===== src/rtl/msk_permlinv_seq.sv =====
// Sequential masked Ascon linear layer (Sigma) with inverse via 63 Sigma steps.
// One combinational Sigma instance iterates over a 5-lane, d-share state register.
module msk_permlinv_seq #(
  parameter int d = 2,
  localparam int W = 64
) (
  input  logic             clk,
  input  logic             rst_n,
  input  logic             start,
  input  logic             inverse,
  input  logic [5*W*d-1:0] in_state,
  output logic             busy,
  output logic             out_valid,
  input  logic             out_ready,
  output logic [5*W*d-1:0] out_state,
  output logic [1:0]       dbg_state,
  output logic             dbg_inv
);

  localparam int LW = W * d;
  localparam int SW = 5 * LW;

  // Handshake: out_valid is high exactly in DONE and out_state is held stable
  // there; the result is consumed on the first edge where out_valid && out_ready.
  typedef enum logic [1:0] {
    S_IDLE = 2'd0,
    S_RUN  = 2'd1,
    S_DONE = 2'd2
  } state_e;

  state_e          fsm_q, fsm_d;
  logic [SW-1:0]   state_q, state_d;
  logic [5:0]      cnt_q, cnt_d;
  logic            inv_q, inv_d;
  logic [SW-1:0]   sigma;

  // Rotating a lane by r bits moves every share together: r*d bus positions.
  function automatic logic [LW-1:0] ror_lane(input logic [LW-1:0] x, input int r);
    return (x >> (r * d)) | (x << (LW - r * d));
  endfunction

  for (genvar k = 0; k < 5; k++) begin : g_lane
    localparam int RA = (k == 0) ? 19 : (k == 1) ? 61 : (k == 2) ? 1 : (k == 3) ? 10 : 7;
    localparam int RB = (k == 0) ? 28 : (k == 1) ? 39 : (k == 2) ? 6 : (k == 3) ? 17 : 41;
    logic [LW-1:0] x;
    assign x = state_q[(4-k)*LW +: LW];
    assign sigma[(4-k)*LW +: LW] = x ^ ror_lane(x, RA) ^ ror_lane(x, RB);
  end

  always_comb begin
    fsm_d   = fsm_q;
    state_d = state_q;
    cnt_d   = cnt_q;
    inv_d   = inv_q;
    case (fsm_q)
      S_IDLE: begin
        if (start) begin
          state_d = in_state;
          inv_d   = inverse;
          cnt_d   = inverse ? 6'd62 : 6'd0;
          fsm_d   = S_RUN;
        end
      end
      S_RUN: begin
        state_d = sigma;
        if (cnt_q == 6'd0) begin
          fsm_d = S_DONE;
        end else begin
          cnt_d = cnt_q - 6'd1;
        end
      end
      S_DONE: begin
        if (out_ready) begin
          fsm_d = S_IDLE;
        end
      end
      default: fsm_d = S_IDLE;
    endcase
  end

  always_ff @(posedge clk) begin
    if (!rst_n) begin
      fsm_q   <= S_IDLE;
      state_q <= '0;
      cnt_q   <= '0;
      inv_q   <= 1'b0;
    end else begin
      fsm_q   <= fsm_d;
      state_q <= state_d;
      cnt_q   <= cnt_d;
      inv_q   <= inv_d;
    end
  end

  assign busy      = (fsm_q == S_RUN);
  assign out_valid = (fsm_q == S_DONE);
  assign out_state = state_q;
  assign dbg_state = fsm_q;
  assign dbg_inv   = inv_q;

endmodule


===== config.mk =====
export PLATFORM = sky130hd
export DESIGN_NAME = msk_permlinv_seq
export DESIGN_NICKNAME = d
export VERILOG_FILES = /design/src/rtl/msk_permlinv_seq.sv
export SDC_FILE = /design/constraint.sdc
export NUM_CORES = 2
export LEC_CHECK = 0
export BUFFER_PORTS_ARGS = -buffer_cell sky130_fd_sc_hd__buf_2
export CORE_AREA = 3 3 501 503
export DETAILED_ROUTE_END_ITERATION = 8
export DIE_AREA = 0 0 504 506
export GPL_TIMING_DRIVEN = 0
export PLACE_DENSITY = 0.42
export SLEW_MARGIN = 20
export SYNTH_ARGS = -nofsm -noshare
export SYNTH_HDL_FRONTEND = slang
export SYNTH_SLANG_ARGS = --single-unit

===== constraint.sdc =====
create_clock -name clk -period 1.6 [get_ports clk]
set_clock_uncertainty 0.1 [all_clocks]
set_input_delay 0.32 -clock clk [delete_from_list [all_inputs] [get_ports clk]]
set_output_delay 0.32 -clock clk [all_outputs]
set_load 0.02 [all_outputs]

==> metrics.md <==
| Metric | Value |
|---|---|
| CTS max path bufs | `3` |
| Total congestion overflow | `0` |
| Std-Cell Rows | `about 180` |
| RR Endpoint | `out_state[205]` |
| Most common library cells after synthesis | `649 x dfxtp_1, 492 x xor2_1, 444 x o21ai_0` |
| Number of nets with antenna violations after routing | `0` |
| Asr flop ratio synth | `0%` |
| I/O Buffers | `1288` |
| Startpoint of the lowest-slack hold path | `start` |
| H-tree levels | `3` |
| Initial core utilization | `around 15%` |
| Final worst slack | `-646 ps` |
| Number of pins exceeding their max-slew limit in the final report | `0` |
| Number of synthesis warnings | `0` |
| Most repeated cell in the gate-level netlist after synthesis | `dfxtp_1` |
| Primary FF master, synth | `dfxtp_1` |
| Final period demand of the worst path | `between 2000 and 2500 ps` |
| Post-synthesis average cell area | `about 8.2 um^2` |
| Least-Margin Pin Slew | `about 1100 ps` |
| Final HPWL DP | `about 270000 um` |
| Achievable clock frequency | `approximately 450 MHz` |
| Violated checks | `setup timing` |
| Leakage power summed over all cells | `approximately 27 nW` |
| Number of instances in the synthesized netlist | `roughly 4500` |
| Core area | `roughly 250000 um^2` |
| Synth-to-layout area growth | `69.6%` |
| Critical path type | `flop to output pin` |
| Ratio of cells with drive above 1 in the final layout | `30.8%` |
| Post-synthesis cell type with the largest combined area | `dfxtp_1` |
| Critical path endpoint category | `output pin` |
| Tightest Hold Check Type | `primary input to flop` |
| Worst Hold End | `dbg_state[0]` |
| Setup tns final | `-482870 ps` |
| Final net count | `7275` |
| Mapped Nets | `slightly above 5000` |
| Antenna violations before repair | `76` |
| Final Hold Vio Count | `0` |
| Via total after detailed routing | `~48000` |
| Portion of the clock cycle consumed by the worst path in the final layout | `140%` |
| Layout filler cell count | `approximately 27000` |
| Largest vdd supply drop | `0.954 mV` |
| TritonCTS clock tree | `built` |
| Portion of the post-synthesis area used by sequential elements | `about a third` |
| Clk slew on worst S/H paths | `60 ps` |
| Worst-Skew Late Latency | `approximately 750 ps` |
| Critical Path Start Type | `flop` |
| Vias per std cell | `4.77` |
| Setup repair after global routing missed its margin | `yes` |
| TritonCTS Buffers | `just over 90` |
| Violation count after the first detailed-route iteration | `around 4900` |
| Library cells used by synthesis | `38` |
| Placement-stage worst setup slack | `-1550 ps` |
| Worst Hold Depth | `4` |
| Reported max-cap violation count | `0` |
| Arrival time reported for the critical path endpoint | `1830 ps` |
| Global-route usage over all layers | `between 20% and 30%` |
| Launching point of the worst reg2reg path | `dbg_state[1]` |
| Count of cells along the worst register-to-register path | `8` |
| Final hold slack | `roughly 180 ps` |
| Total power after layout | `between 100 and 150 mW` |
| Ranking of synthesized cells by area | `dfxtp_1 35%, xor2_1 12%, xnor2_1 8.2%` |
| Global placer's final weighted congestion | `~0.95` |
| Total setup violations reported at the end of the flow | `between 1000 and 1500` |
| Maximum number of pins on one net before global-route repair | `14` |
| Clk Tree Root Cell | `clkbuf_16` |
| Headroom to the max-slew limit | `26.0%` |
| Top cell type's share of synthesized area | `35.3%` |
| Die X-Extent | `between 500 and 600 um` |
| TritonRoute pass-1 iters | `6` |
| Largest driver fanout on the critical path | `3` |
| Status | `finished with violations` |
| Die outline height | `between 500 and 600 um` |
| Number of primary I/O pins | `1290` |
| Clk sinks | `about 650` |
| DIE AREA | `255000 um^2` |
| Cell area after technology mapping | `approximately 37000 um^2` |
| #FFs+latches synth | `649` |
| Final WL | `~340000 um` |
| Critical path data required time | `1180 ps` |
| Routed len/inst | `33.9 um` |
| P per Cell Area | `about 1800 nW/um^2` |
| Number of DRC violations after detailed routing | `0` |
| Reg2reg setup slack | `-560 ps` |
| Global-route wire length before repair | `approximately 440000 um` |
| Number of global-route vias before repair | `45600` |
| Post-synth EDFFs | `0` |
## cell usage in the layout (no fill, tap or decap), types with 30 or more instances in the layout
master	count
buf_2	1268
nand3_1	208
a21boi_1	197
dfxtp_1	601
a22oi_1	113
xor2_1	491
buf_8	30
clkbuf_2	53
buf_6	81
diode_2	43
o21ai_0	390
inv_1	280
dfxtp_4	47
nand3_2	30
nor2_2	30
xnor2_1	347
o211ai_1	232
nor2_1	80
buf_12	78
o21ai_1	40
nand2_1	218
nor2_4	60
a32oi_1	46
clkbuf_1	107
o221ai_1	195
buf_4	64
a21oi_1	410
a22oi_2	51
clkbuf_16	122
dlygate4sd3_1	642
## where the power goes
group          total [mW]  leakage (nW)  switching [mW]  internal (mW)
clock network        21.3          1.44            9.36           12.0
registers            32.5          5.42            11.9           20.5
logic                56.0          19.6            34.3           21.7
total                 110          26.5            55.6           54.1
## worst max-delay path by stage
stage | startpoint | slack, ps | end
2_1_floorplan | dbg_state[1] | -30 | out_state[515]
3_3_place_gp | rst_n | -2050 | out_state[224]
3_5_place_dp | rst_n | -1550 | out_state[421]
4_1_cts | dbg_state[1] | -830 | busy
5_1_grt | dbg_state[1] | -710 | busy
6_report | dbg_state[1] | -650 | busy
## cell families (layout without fill, tap and decap cells)
family	after synthesis	after routing	share of synthesized area [%]
AOI/OAI and AO/OA	1740	1740	30.3
xor gates and xnor gates	839	839	19.9
DFF	649	649	35.3
and+or+nand+nor	637	637	7.38
buffers and inverters	616	2827	7.01
adders and majority gates	2	2	0.0679
other	0	43	0
## per-layer routing
layer | routed length (um) | vias to the layer above | GRT usage [%] | part of all wire, %
li1 | - | 20400 | - | -
met1 | 139000 | 24000 | 31.4 | 41
met2 | 151000 | 2936 | 39.2 | 44
met3 | 32800 | 582 | 7.50 | 9.6
met4 | 18700 | 20 | 12.6 | 5.5
met5 | 115 | - | 0 | 0.034
## registers in the layout (all words and copies together) (netlist names)
name       count
cnt_q          6
dbg_inv        1
dbg_state      2
out_state    640
## final cells by class
| cell class | instances | area [um^2] | share of cell area (%) |
|---|---|---|---|
| antenna | 43 | 108 | 0.172 |
| buffer | 329 | 3100 | 4.96 |
| clock buffer | 139 | 2700 | 4.32 |
| clock inverter | 21 | 262 | 0.418 |
| inverter | 281 | 1070 | 1.71 |
| multi-input combinational | 3218 | 22400 | 35.9 |
| sequential | 649 | 13200 | 21.1 |
| tap | 3312 | 4140 | 6.63 |
| timing repair buffer | 2057 | 15500 | 24.8 |
## repair_timing
action | CTS | global route
setup buffers | 54 | 34
endpoints found under the hold margin | 648 | 0
pin swaps | 49 | 192
resized for setup | 434 | 798
cloned | 20 | 27
hold buffers | 642 | 0
endpoints found under the setup margin | 1294 | 1294
## worst max-delay path, cell delays in order, from the launching register on
cell	delay, ps
dfxtp_4	340
nand2b_4	160
buf_16	150
inv_12	70
buf_12	100
buf_12	120
buf_8	110
## through the flow
step	instance area (um^2)	instances	util, %
detailed placement	47800	9087	19.4
global placement	47700	9083	19.4
CTS	59700	9963	24.2
global route	62500	10000	25.4
floorplan	37100	4483	-
finish	62500	10000	25.4
Note: power is estimated with default switching activity, not from simulation.
